--- src/rtl/pll_lock_supervisor.sv ---
// ---------------------------------------------------------------------------
// pll_lock_supervisor
//
// Sequences an external PLL: pulses its reset, waits for a stable synchronized
// LOCK indication, declares lock, and tracks lock losses and wait timeouts.
// Everything runs on a free-running clock that is independent of the PLL.
//
// Parameters
//   SYNC_STAGES    flops in the lock_in synchronizer (>= 2)
//   PLLRST_CYCLES  pll_rst pulse length in clk cycles (>= 1)
//   STABLE_CYCLES  consecutive synchronized-lock cycles needed to lock (>= 1)
//   TIMEOUT_CYCLES max WAIT cycles before the PLL is reset again
//                  (> STABLE_CYCLES)
//   LOSS_CNT_W     width of loss_count
//
// Ports
//   clk          in   free-running clock
//   rst          in   synchronous active-high reset
//   lock_in      in   PLL LOCK, asynchronous to clk
//   pll_rst      out  PLL reset, active-high (registered)
//   locked       out  high while the PLL is declared stable (registered)
//   sys_rst      out  downstream reset, always the inverse of locked
//   loss_count   out  saturating count of lock losses
//   timeout_err  out  sticky: a WAIT period has timed out at least once
//   state        out  current FSM state encoding
//
// state | meaning
// ------+---------------------------------------------------------------
//   0   | PLLRST : pll_rst held high for PLLRST_CYCLES cycles
//   1   | WAIT   : qualify lock_s for STABLE_CYCLES, bounded by timeout
//   2   | LOCKED : PLL declared stable; any lock_s drop returns to WAIT
//   3   | unused : recovers to PLLRST
// ---------------------------------------------------------------------------
module pll_lock_supervisor #(
    parameter int SYNC_STAGES    = 2,
    parameter int PLLRST_CYCLES  = 16,
    parameter int STABLE_CYCLES  = 1024,
    parameter int TIMEOUT_CYCLES = 65536,
    parameter int LOSS_CNT_W     = 8
) (
    input  logic                  clk,
    input  logic                  rst,
    input  logic                  lock_in,
    output logic                  pll_rst,
    output logic                  locked,
    output logic                  sys_rst,
    output logic [LOSS_CNT_W-1:0] loss_count,
    output logic                  timeout_err,
    output logic [1:0]            state
);

    // Sized to hold TIMEOUT_CYCLES so the wait counter can never wrap.
    localparam int CNT_W = $clog2(TIMEOUT_CYCLES + 1);
    localparam int PR_W  = (PLLRST_CYCLES > 1) ? $clog2(PLLRST_CYCLES) : 1;

    localparam logic [CNT_W-1:0] STABLE_LAST  = CNT_W'(STABLE_CYCLES - 1);
    localparam logic [CNT_W-1:0] TIMEOUT_LAST = CNT_W'(TIMEOUT_CYCLES - 1);
    localparam logic [PR_W-1:0]  PLLRST_LAST  = PR_W'(PLLRST_CYCLES - 1);

    typedef enum logic [1:0] {
        ST_PLLRST = 2'd0,
        ST_WAIT   = 2'd1,
        ST_LOCKED = 2'd2
    } state_t;

    state_t state_q;
    state_t state_nxt;

    logic [SYNC_STAGES-1:0] sync_q;
    logic                   lock_s;

    logic [PR_W-1:0]  pllrst_cnt;
    logic [CNT_W-1:0] stable_cnt;
    logic [CNT_W-1:0] wait_cnt;

    logic pllrst_done;
    logic stable_hit;
    logic timeout_hit;
    logic timeout_fire;

    logic pll_rst_nxt;
    logic locked_nxt;

    // -----------------------------------------------------------------------
    // lock_in synchronizer
    // -----------------------------------------------------------------------
    always_ff @(posedge clk) begin
        if (rst) begin
            sync_q <= '0;
        end else begin
            sync_q <= {sync_q[SYNC_STAGES-2:0], lock_in};
        end
    end

    assign lock_s = sync_q[SYNC_STAGES-1];

    // -----------------------------------------------------------------------
    // Terminal-count decodes
    // -----------------------------------------------------------------------
    // stable_hit marks the STABLE_CYCLES-th consecutive lock_s=1 cycle.
    assign pllrst_done  = (pllrst_cnt == PLLRST_LAST);
    assign stable_hit   = lock_s && (stable_cnt == STABLE_LAST);
    assign timeout_hit  = (wait_cnt == TIMEOUT_LAST);
    // Qualification wins over timeout when both land on the same cycle.
    assign timeout_fire = (state_q == ST_WAIT) && timeout_hit && !stable_hit;

    // -----------------------------------------------------------------------
    // FSM: state register (outputs registered alongside the state)
    // -----------------------------------------------------------------------
    always_ff @(posedge clk) begin
        if (rst) begin
            state_q <= ST_PLLRST;
            pll_rst <= 1'b1;
            locked  <= 1'b0;
            sys_rst <= 1'b1;
        end else begin
            state_q <= state_nxt;
            pll_rst <= pll_rst_nxt;
            locked  <= locked_nxt;
            sys_rst <= !locked_nxt;
        end
    end

    // -----------------------------------------------------------------------
    // FSM: next-state logic
    // -----------------------------------------------------------------------
    always_comb begin
        state_nxt = state_q;
        case (state_q)
            ST_PLLRST: begin
                if (pllrst_done) begin
                    state_nxt = ST_WAIT;
                end
            end
            ST_WAIT: begin
                if (stable_hit) begin
                    state_nxt = ST_LOCKED;
                end else if (timeout_hit) begin
                    state_nxt = ST_PLLRST;
                end
            end
            ST_LOCKED: begin
                if (!lock_s) begin
                    state_nxt = ST_WAIT;
                end
            end
            default: begin
                state_nxt = ST_PLLRST;
            end
        endcase
    end

    // -----------------------------------------------------------------------
    // FSM: output logic, decoded from the next state so the registered
    // outputs switch on the same edge as state.
    // -----------------------------------------------------------------------
    always_comb begin
        pll_rst_nxt = 1'b0;
        locked_nxt  = 1'b0;
        case (state_nxt)
            ST_PLLRST: pll_rst_nxt = 1'b1;
            ST_LOCKED: locked_nxt  = 1'b1;
            default: begin
                pll_rst_nxt = 1'b0;
                locked_nxt  = 1'b0;
            end
        endcase
    end

    // -----------------------------------------------------------------------
    // Counters, loss tracking and sticky timeout flag
    // -----------------------------------------------------------------------
    always_ff @(posedge clk) begin
        if (rst) begin
            pllrst_cnt  <= '0;
            stable_cnt  <= '0;
            wait_cnt    <= '0;
            loss_count  <= '0;
            timeout_err <= 1'b0;
        end else begin
            case (state_q)
                ST_PLLRST: begin
                    // Holding both WAIT counters at zero here means WAIT is
                    // always entered with clean counters.
                    stable_cnt <= '0;
                    wait_cnt   <= '0;
                    if (pllrst_done) begin
                        pllrst_cnt <= '0;
                    end else begin
                        pllrst_cnt <= pllrst_cnt + 1'b1;
                    end
                end
                ST_WAIT: begin
                    pllrst_cnt <= '0;
                    if (state_nxt != ST_WAIT) begin
                        stable_cnt <= '0;
                        wait_cnt   <= '0;
                    end else begin
                        wait_cnt <= wait_cnt + 1'b1;
                        if (lock_s) begin
                            stable_cnt <= stable_cnt + 1'b1;
                        end else begin
                            stable_cnt <= '0;
                        end
                    end
                    if (timeout_fire) begin
                        timeout_err <= 1'b1;
                    end
                end
                ST_LOCKED: begin
                    pllrst_cnt <= '0;
                    stable_cnt <= '0;
                    wait_cnt   <= '0;
                    if (!lock_s && (loss_count != '1)) begin
                        loss_count <= loss_count + 1'b1;
                    end
                end
                default: begin
                    pllrst_cnt <= '0;
                    stable_cnt <= '0;
                    wait_cnt   <= '0;
                end
            endcase
        end
    end

    assign state = state_q;

endmodule

--- config.mk ---
export PLATFORM = sky130hd
export DESIGN_NAME = pll_lock_supervisor
export DESIGN_NICKNAME = d
export VERILOG_FILES = /design/src/rtl/pll_lock_supervisor.sv
export SDC_FILE = /design/constraint.sdc
export NUM_CORES = 1
export LEC_CHECK = 0
export CORE_UTILIZATION = 40
export CTS_CLUSTER_SIZE = 30
export DETAILED_ROUTE_END_ITERATION = 10
export HOLD_SLACK_MARGIN = 0.1
export SYNTH_ARGS = -nofsm -noshare
export SYNTH_HDL_FRONTEND = slang
export SYNTH_SLANG_ARGS = --single-unit
export TNS_END_PERCENT = 20
--- constraint.sdc ---
create_clock -name clk -period 4.65 [get_ports clk]
set_input_delay 1.395 -clock clk [delete_from_list [all_inputs] [get_ports clk]]
set_output_delay 1.395 -clock clk [all_outputs]
set_load 0.01 [all_outputs]
==> flow_summary_export.csv, run 1 <==
group,metric,value,unit
run_status,outcome,"complete, no violations",
setup_path,worstPathMaxFanout,19,
clocking,cts_buffer_depth,2,
placed_design,place.gp.congestion,0.7969,
detailed_routing,wl,4000,um
global_routing,grt_pass1_vias,1668,
global_routing,antenna_found_initial,0,
detailed_routing,postRouteAntennaNets,0,
synth,synth_top_family_by_area,"simple AND/OR/NAND/NOR gates",
layout,fin_area,2614,sq um
setup_path,start_kind,"input pin",
detailed_routing,drt_iter0_markers,90,
timing,timing.fmax,352.9,MHz
setup_path,crit_required,4880,ps
floorplan,io_pins,17,
synth,synthTopCellsByArea,"dfxtp_1 (47%), xnor2_1 (8.1%), nor2_1 (6.7%), nand3_1 (4.2%), xor2_1 (3.1%)",
detailed_routing,drcViolationCount,0,
pwr,switchingPower,146.6,uW
clocking,htreeDepth,2,
layout,seq_area,1081,sq um
synth,synthCells,257,
synth,synth-seq-cells,54,
setup_path,path_cells,"clkdlybuf4s50_1 -> buf_4 -> nor4b_1 -> nand2_1 -> a21o_1 -> a21oi_1",
timing,drv_slew,0,
setup_path,critPathMaxStageDelay,400,ps
placed_design,numPortBuffers,16,
global_routing,grt_start_max_net_pins,20,
setup_path,crit_arrival,3070,ps
detailed_routing,first_pass_iters,4,
detailed_routing,avgRoutedWirePerCell,11.53,um
pwr,p_clk_share,38.6,%
pwr,seqPwrFrac,60.1,%
synth,synth.area.mux_share,0.9325,%
pwr,p_total,777.8,uW
clocking,post_cts.repair.setup_buffers,0,
floorplan,core_area,5507,sq um
timing,fin_crit,2834,ps
pwr,p_int,631.3,uW
synth,synth_cell_type_count,37,
synth,synth_fa_ha_area_share,2.743,%
pwr,vdd_ir_drop_max,0.1303,mV
synth,ys_warn_count,0,
timing,tightestPinTransition,797.0,ps
layout,drive_above_1_share,4.000,%
timing,hold_viol,0,
layout,post-route-util,47.47,%
floorplan,row_count,27,
global_routing,grt_pass1_wl,7341,um
setup_path,path_class,"input pin to flop",
synth,synth_top_area_cell,"dfxtp_1",
layout,n_fill_cell,544,
min_path,hold_class,"flop to flop",
pwr,power_density,297.6,nW/um^2
layout,final_common_cell,"dfxtp_1",
layout,diodes,0,
setup_path,crit_buf_inv,2,
clocking,cts_tree,"done",
setup_path,cp_top_family,"buffers and inverters",
pwr,p_sw_share,18.84,%
synth,postSynthAreaPerCell,8.875,sq um
layout,synthToLayoutAreaGrowth,14.59,%
synth,synthesis.nets,265,
setup_path,critical-path-slowest-cell,"clkdlybuf4s50_1",
timing,slew_headroom,46.76,%
clocking,post_cts_resized,0,
layout,most-common-layout-cells,"dfxtp_1 (54), nor2_1 (41), xnor2_1 (21)",
floorplan,die_h,77.52,um
synth,synth_top_area_share,47.39,%
detailed_routing,num_vias,1778,
synth,yosys.area_share.simple,27.26,%
layout,layout.nets,282,
pwr,cellLeakagePower,0.7801,nW
timing,finClkSkew,7.599,ps
timing,rsz0062_at_grt,"false",
global_routing,grt_use_total,14.92,%
timing,finalSetupViolations,0,
floorplan,die_area,6009,sq um
placed_design,place_area,2507,sq um
synth,ys_seq_area_share,47.39,%
placed_design,dp_hpwl,2775,um
clocking,clk-insertion-delay-late,300,ps
detailed_routing,vias_per_cell,5.124,
synth,synth_compound_area_share,7.515,%
clocking,clockRootBuffer,"clkbuf_8",
setup_path,end_kind,"flop",
floorplan,die_w,77.52,um
timing,tns,0,ps
clocking,hold_buffers,0,
clocking,clk_pin_slew,90,ps
clocking,cts_buffers,5,
synth,synth_area,2281,sq um
global_routing,grt-ovfl-total,0,
floorplan,initial_core_util,41.42,%
synth,synth-xor-area-share,11.14,%
timing,finalCritPeriodShare,60.94,%
pwr,power_frac_comb,1.3,%
layout,multiInputGateArea,1131,sq um
flow_run,maxCapViolCount,0,
clocking,clock_sinks,54,
==> registers in the layout, summed over array words and instances (netlist names) <==
signal	flops
locked	1
loss_count	8
pll_rst	1
pllrst_cnt	4
stable_cnt	17
state	2
sync_q	2
sys_rst	1
timeout_err	1
wait_cnt	17
==> cell type report <==
cell class                 count  share of cell area [%]
multi-input combinational    186                   43.27
sequential                    54                   41.36
timing repair buffer          17                   6.415
tap                           72                   3.447
clock buffer                   7                   2.920
inverter                      10                   1.436
clock inverter                 1                   1.149
==> cell families (layout without fill, tap and decap cells) <==
logic type / Yosys count / in the layout
xor gates and xnor gates: 29 / 29
adders and majority gates: 5 / 5
AOI/OAI and AO/OA: 28 / 28
buffers and inverters: 17 / 35
DFF: 54 / 54
muxes: 2 / 2
and+or+nand+nor: 122 / 122
==> per-stage QoR <==
stage / std cells / setup slack [ps] / hold WS, ps
after detailed placement: 339 / 1502 / 431.8
after global routing: 347 / 1670 / 469.5
after floorplan: 257 / 2008 / 413.8
after global placement: 339 / 1507 / 428.2
final: 347 / 1816 / 446.6
after CTS: 347 / 1810 / 452.5
==> worst reg2reg max path: cells and delay by family, from the launching register on <==
kind	cells	cell delay, ps
AND/OR/NAND/NOR	6	1050
adder cells (fa/ha/maj)	2	440
AO/OA/AOI/OAI	1	430
flip-flops	1	370
==> power by group through the flow <==
stage	clock network [mW]	logic, mW	registers [mW]
after floorplan	0	0.00696	0.478
after global placement	0	0.0104	0.478
after detailed placement	0	0.0103	0.478
after CTS	0.311	0.0104	0.467
after global routing	0.332	0.0123	0.468
final	0.300	0.0104	0.467
==> metal layers <==
layer	wire length (um)	track usage, %
met1	2039	20.16
met2	1783	23.19
met3	156	3.882
met4	21	4.528
met5	0	0
==> cell usage after synthesis <==
library cell  number
o311a_1            1
nand4_1            7
nor2b_1            2
and3_1             1
o21ai_2            1
nand2_1           16
or4_1              3
or3_1              7
o21ai_0            5
clkbuf_1           5
a31oi_1            1
and2_1             2
ha_1               5
nand3b_1           1
or3b_1             1
nor3_1             6
a21oi_1           12
a21o_1             2
nor2_1            41
nor3b_1            1
xnor2_1           21
o31ai_1            4
mux2_2             1
clkbuf_2           1
o21bai_1           1
and3_2             1
xor2_1             8
inv_1             10
buf_4              1
dfxtp_1           54
nand3_1           19
nor4_1            10
o2111ai_1          1
and4_1             1
nand4_4            1
mux2i_1            1
nor4b_1            2
==> worst paths after layout <==
kind                             startpoint        endpoint  slack [ps]  cells after the start
worst max register to register  wait_cnt[0]  stable_cnt[15]        2250                      9
worst min register to register    sync_q[0]       sync_q[1]         450                      1
worst max-delay path                    rst  stable_cnt[10]        1820                      6
worst min-delay path              sync_q[0]       sync_q[1]         450                      1
No activity file was read; power rests on OpenSTA's default activity.
==> run 2, diff against run 1 <==
clock period = 2.85 ns   (was 4.65 ns; I/O delays follow)
==> run 2 against run 1 <==
  * Flip-flop and latch count unchanged
  * Global-route usage shrank 0.37 points
  * Register-to-register slack lost 1900 ps
  * Die area unchanged
  * Wire length is 0.92% higher
  * Final cell count stayed put
  * Count of clock-buffer cells in the layout unchanged
  * Utilization is essentially flat
  * Via count up 0.45%
  * Critical path depth rose by 3
==> flow_summary_export.csv, run 2 (same netlist as run 1, synthesis figures left out) <==
group,metric,value,unit
layout,biggestRegsByFlops,"stable_cnt x17, wait_cnt x17, loss_count x8",
setup_path,crit_required,3020,ps
clocking,cts_tree,"done",
floorplan,die_w,77.52,um
min_path,hold_class,"flop to flop",
clocking,post_cts.repair.setup_buffers,0,
floorplan,die_h,77.52,um
timing,tns,0,ps
clocking,clockRootBuffer,"clkbuf_8",
clocking,cts_buffers,5,
clocking,htreeDepth,2,
placed_design,dp_hpwl,2779,um
setup_path,start_kind,"flop",
detailed_routing,vias_per_cell,5.147,
pwr,vdd_ir_drop_max,0.2691,mV
timing,slew_headroom,49.62,%
min_path,worstHoldStart,"sync_q[0]",
global_routing,grt-ovfl-total,0,
placed_design,numPortBuffers,16,
clocking,clock_sinks,54,
timing,finalSetupViolations,0,
flow_run,maxCapViolCount,0,
layout,instances_no_fill,347,
setup_path,r2r_end,"stable_cnt[7]",
floorplan,die_area,6009,sq um
layout,final_common_cell,"dfxtp_1",
timing,tightestPinTransition,755.5,ps
run_status,outcome,"complete, no violations",
detailed_routing,postRouteAntennaNets,0,
setup_path,end_kind,"flop",
detailed_routing,first_pass_iters,4,
clocking,cts_buffer_depth,2,
clocking,clk-insertion-delay-late,310,ps
timing,hold_viol,0,
timing,fin_crit,2458,ps
timing,rsz0062_at_grt,"false",
floorplan,row_count,27,
pwr,p_total,1.251,mW
floorplan,core_area,5507,sq um
placed_design,dp.cells,339,
layout,layout.nets,282,
clocking,hold_buffers,0,
placed_design,place.gp.congestion,0.7886,
setup_path,crit_arrival,2630,ps
detailed_routing,num_vias,1786,
detailed_routing,drt_iter0_markers,62,
clocking,post_cts_resized,0,
timing,finalCritPeriodShare,86.23,%
global_routing,grt_pass1_wl,7058,um
setup_path,reg2reg_slack,390,ps
timing,finClkSkew,10.56,ps
clocking,clk_pin_slew,100,ps
setup_path,worstPathMaxFanout,16,
floorplan,io_pins,17,
layout,post-route-util,47.44,%
floorplan,initial_core_util,41.42,%
layout,synthToLayoutAreaGrowth,14.54,%
global_routing,grt_use_total,14.54,%
global_routing,antenna_found_initial,0,
global_routing,grt_pass1_vias,1643,
detailed_routing,drcViolationCount,0,
detailed_routing,wl,4037,um
setup_path,r2r-start,"wait_cnt[0]",
pwr,cellLeakagePower,0.7821,nW
timing,drv_slew,0,
global_routing,grt_start_max_net_pins,20,
timing,timing.fmax,406.9,MHz
layout,diodes,0,
setup_path,r2r_cells,9,
setup_path,path_class,"flop to flop",
min_path,hold_path_end,"sync_q[1]",
layout,most-common-layout-cells,"dfxtp_1 (54), nor2_1 (41), xnor2_1 (21)",
pwr,power_density,478.9,nW/um^2
detailed_routing,avgRoutedWirePerCell,11.63,um
min_path,worst_hold_path.num_cells,1,
timing,timing.hold.ws,446.4,ps
layout,drive_above_1_share,4.727,%
==> run 2: cell types whose count changed in the layout (fill, tap and decap cells not counted), sizes merged <==
cell	before	now
bufinv	1	0
clkinv	0	1
==> run 2: stage by stage <==
stage / cell area [sq um] / setup WS [ps]
2_1_floorplan: 2281 / 648.3
3_3_place_gp: 2507 / 418.0
3_5_place_dp: 2507 / 387.1
4_1_cts: 2613 / 357.9
5_1_grt: 2613 / 104.9
6_report: 2613 / 392.5
==> run 2: layer usage <==
metal  vias up  part of all wire (%)  GRT usage, %
li1        933                     -             -
met1       821                    51         17.96
met2        28                    44         23.54
met3         4                   3.7         4.235
met4         0                   1.3         6.038
met5         -                     0             0
==> run 2: critical path, stage by stage (launching register included) <==
cell and delay [ps]:
dfxtp_1 360, ha_1 230, nand3_1 150, or3_1 390
nor3_1 260, ha_1 220, nor4b_1 80, nand2_1 100
a21o_1 410, nor2_1 110
==> run 2: power by group <==
group          switching [mW]  internal [mW]  leakage (nW)
logic                 0.00860        0.00823         0.292
clock network           0.248          0.223        0.0544
registers             0.00372          0.759         0.436
total                   0.261          0.990         0.782
==> run 2: worst max-delay path by stage <==
stage | from | end | slack (ps)
3_5_place_dp | wait_cnt[0] | stable_cnt[7] | 390
4_1_cts | wait_cnt[0] | stable_cnt[7] | 360
5_1_grt | wait_cnt[0] | stable_cnt[2] | 100
3_3_place_gp | rst | stable_cnt[10] | 420
6_report | wait_cnt[0] | stable_cnt[7] | 390
2_1_floorplan | wait_cnt[0] | stable_cnt[2] | 650
==> run 2: cell type report <==
cell class              instances  area, sq um
fillers                       541         2894
repair buffers                 17        167.7
clock buffers                   7        96.34
clock inverters                 1        8.758
inverters                      10        37.54
well taps                      72        90.09
flip-flops and latches         54         1081
multi-input cells             186         1131
==> run 3, diff against run 2 <==
CORE_MARGIN = 1.5   (was default)
REMOVE_ABC_BUFFERS = 1   (was default)
==> run 3 against run 2 <==
  * Final cell count fell by 0.29%
  * Via count down 3.7%
  * Die area rose by 2.6%
  * Utilization decreased by 0.45 points
  * Critical path depth is the same
  * First-iteration DRC count up 32%
  * Power is 5.6% lower
  * Worst hold slack improved by 1.9 ps
  * Register-to-register slack improved by 80 ps
  * Highest routed layer unchanged
==> flow_summary_export.csv, run 3 (same netlist as run 1, synthesis figures left out) <==
group,metric,value,unit
run_status,outcome,"complete, no violations",
clocking,clk-insertion-delay-late,300,ps
layout,n_fill_cell,537,
flow_run,maxCapViolCount,0,
placed_design,place_area,2507,sq um
global_routing,grt-ovfl-total,0,
setup_path,path_class,"flop to flop",
setup_path,crit_arrival,2550,ps
timing,timing.hold.ws,448.3,ps
setup_path,crit_required,3020,ps
clocking,clock_sinks,54,
layout,most-common-layout-cells,"dfxtp_1 (54), nor2_1 (41), xnor2_1 (21)",
pwr,seqPwrFrac,64.6,%
timing,tns,0,ps
setup_path,critPathMaxStageDelay,400,ps
floorplan,core_area,5507,sq um
pwr,power_frac_comb,1.4,%
detailed_routing,vias_per_cell,4.971,
layout,diodes,0,
min_path,hold_class,"flop to flop",
pwr,vdd_ir_drop_max,0.2780,mV
floorplan,io_pins,17,
detailed_routing,first_pass_iters,4,
placed_design,dp.cells,339,
detailed_routing,drcViolationCount,0,
pwr,cellLeakagePower,0.7650,nW
clocking,post_cts.repair.setup_buffers,0,
pwr,p_int,936.2,uW
detailed_routing,avgRoutedWirePerCell,11.16,um
timing,timing.fmax,420.2,MHz
timing,fin_crit,2380,ps
timing,hold_viol,0,
detailed_routing,wl,3862,um
global_routing,grt_pass1_wl,7169,um
layout,synthToLayoutAreaGrowth,13.44,%
layout,final_common_cell,"dfxtp_1",
placed_design,numPortBuffers,16,
pwr,p_sw_share,20.71,%
global_routing,antenna_found_initial,0,
timing,tightestPinTransition,801.1,ps
floorplan,die_w,78.52,um
timing,drv_slew,0,
floorplan,initial_core_util,41.42,%
timing,finalSetupViolations,0,
setup_path,reg2reg_slack,470,ps
clocking,post_cts_resized,0,
layout,fin_area,2587,sq um
setup_path,worstPathMaxFanout,16,
setup_path,path_cells,"ha_1 -> nand3_1 -> or3_1 -> nor3_1 -> ha_1 -> nor4b_1 -> nand2_1 -> a21o_1 -> nor2_1",
setup_path,start_kind,"flop",
clocking,clockRootBuffer,"clkbuf_8",
global_routing,grt_use_total,14.01,%
detailed_routing,drt_iter0_markers,82,
pwr,switchingPower,244.5,uW
clocking,cts_buffers,5,
setup_path,critical-path-slowest-cell,"a21o_1",
timing,slew_headroom,46.48,%
layout,multiInputGateArea,1131,sq um
layout,drive_above_1_share,4.015,%
timing,finalCritPeriodShare,83.51,%
timing,rsz0062_at_grt,"false",
clocking,cts_tree,"done",
timing,finClkSkew,12.08,ps
floorplan,die_h,78.52,um
floorplan,row_count,27,
clocking,clk_pin_slew,90,ps
pwr,p_total,1.181,mW
pwr,power_density,456.3,nW/um^2
clocking,hold_buffers,0,
setup_path,cp_common_cell,"ha_1",
layout,instances_no_fill,346,
placed_design,dp_hpwl,2698,um
pwr,p_clk_share,33.9,%
detailed_routing,postRouteAntennaNets,0,
placed_design,place.gp.congestion,0.7838,
setup_path,end_kind,"flop",
layout,layout.nets,282,
floorplan,die_area,6165,sq um
clocking,htreeDepth,2,
clocking,cts_buffer_depth,2,
layout,biggestRegsByFlops,"stable_cnt x17, wait_cnt x17, loss_count x8",
layout,seq_area,1081,sq um
global_routing,grt_pass1_vias,1676,
detailed_routing,num_vias,1720,
global_routing,grt_start_max_net_pins,20,
run 3: cell types whose count changed in the layout (fill, tap and decap cells not counted), sizes merged:
cell	previous run	this run
clkinv	1	0
clkinvlp	0	1
clkbuf	7	6
run 3: per-layer routing:
layer | vias up | GRT usage, % | wire length [um]
li1 | 927 | - | -
met1 | 771 | 18.20 | 2061
met2 | 20 | 23.02 | 1676
met3 | 2 | 3.488 | 110
met4 | 0 | 3.750 | 14
met5 | - | 0 | 0
run 3: final timing paths:
check / start / end / cells past startpoint
worst min-delay path: sync_q[0] / sync_q[1] / 1
worst min register to register: sync_q[0] / sync_q[1] / 1
worst max register to register: wait_cnt[0] / stable_cnt[4] / 9
worst max-delay path: wait_cnt[0] / stable_cnt[4] / 9
run 3: cell type report:
class	count	share of cell area, %
Timing Repair Buffer	17	6.480
Sequential cell	54	41.78
Tap cell	72	3.482
Clock inverter	1	0.2901
Clock buffer	6	2.805
Inverter	10	1.451
Multi-Input combinational cell	186	43.71
run 3: worst max-delay path, delay by kind of cell (launching register included):
kind	cells	cell delay (ps)
AO/OA/AOI/OAI	1	400
AND/OR/NAND/NOR	6	1040
flip-flops	1	360
adder cells (fa/ha/maj)	2	450
run 3: stage by stage:
step,setup WS [ps],util (%)
finish,470.1,46.99
global route,156.7,46.99
CTS,420.5,46.99
detailed placement,414.6,45.54
global placement,438.6,45.54
floorplan,785.5,-
run 3: power groups by stage:
stage	Sequential, mW	Clock, mW	Combinational, mW
after detailed placement	0.781	0	0.0174
after global placement	0.780	0	0.0172
final	0.763	0.401	0.0169
after floorplan	0.779	0	0.00802
after global routing	0.764	0.449	0.0193
after CTS	0.763	0.423	0.0175
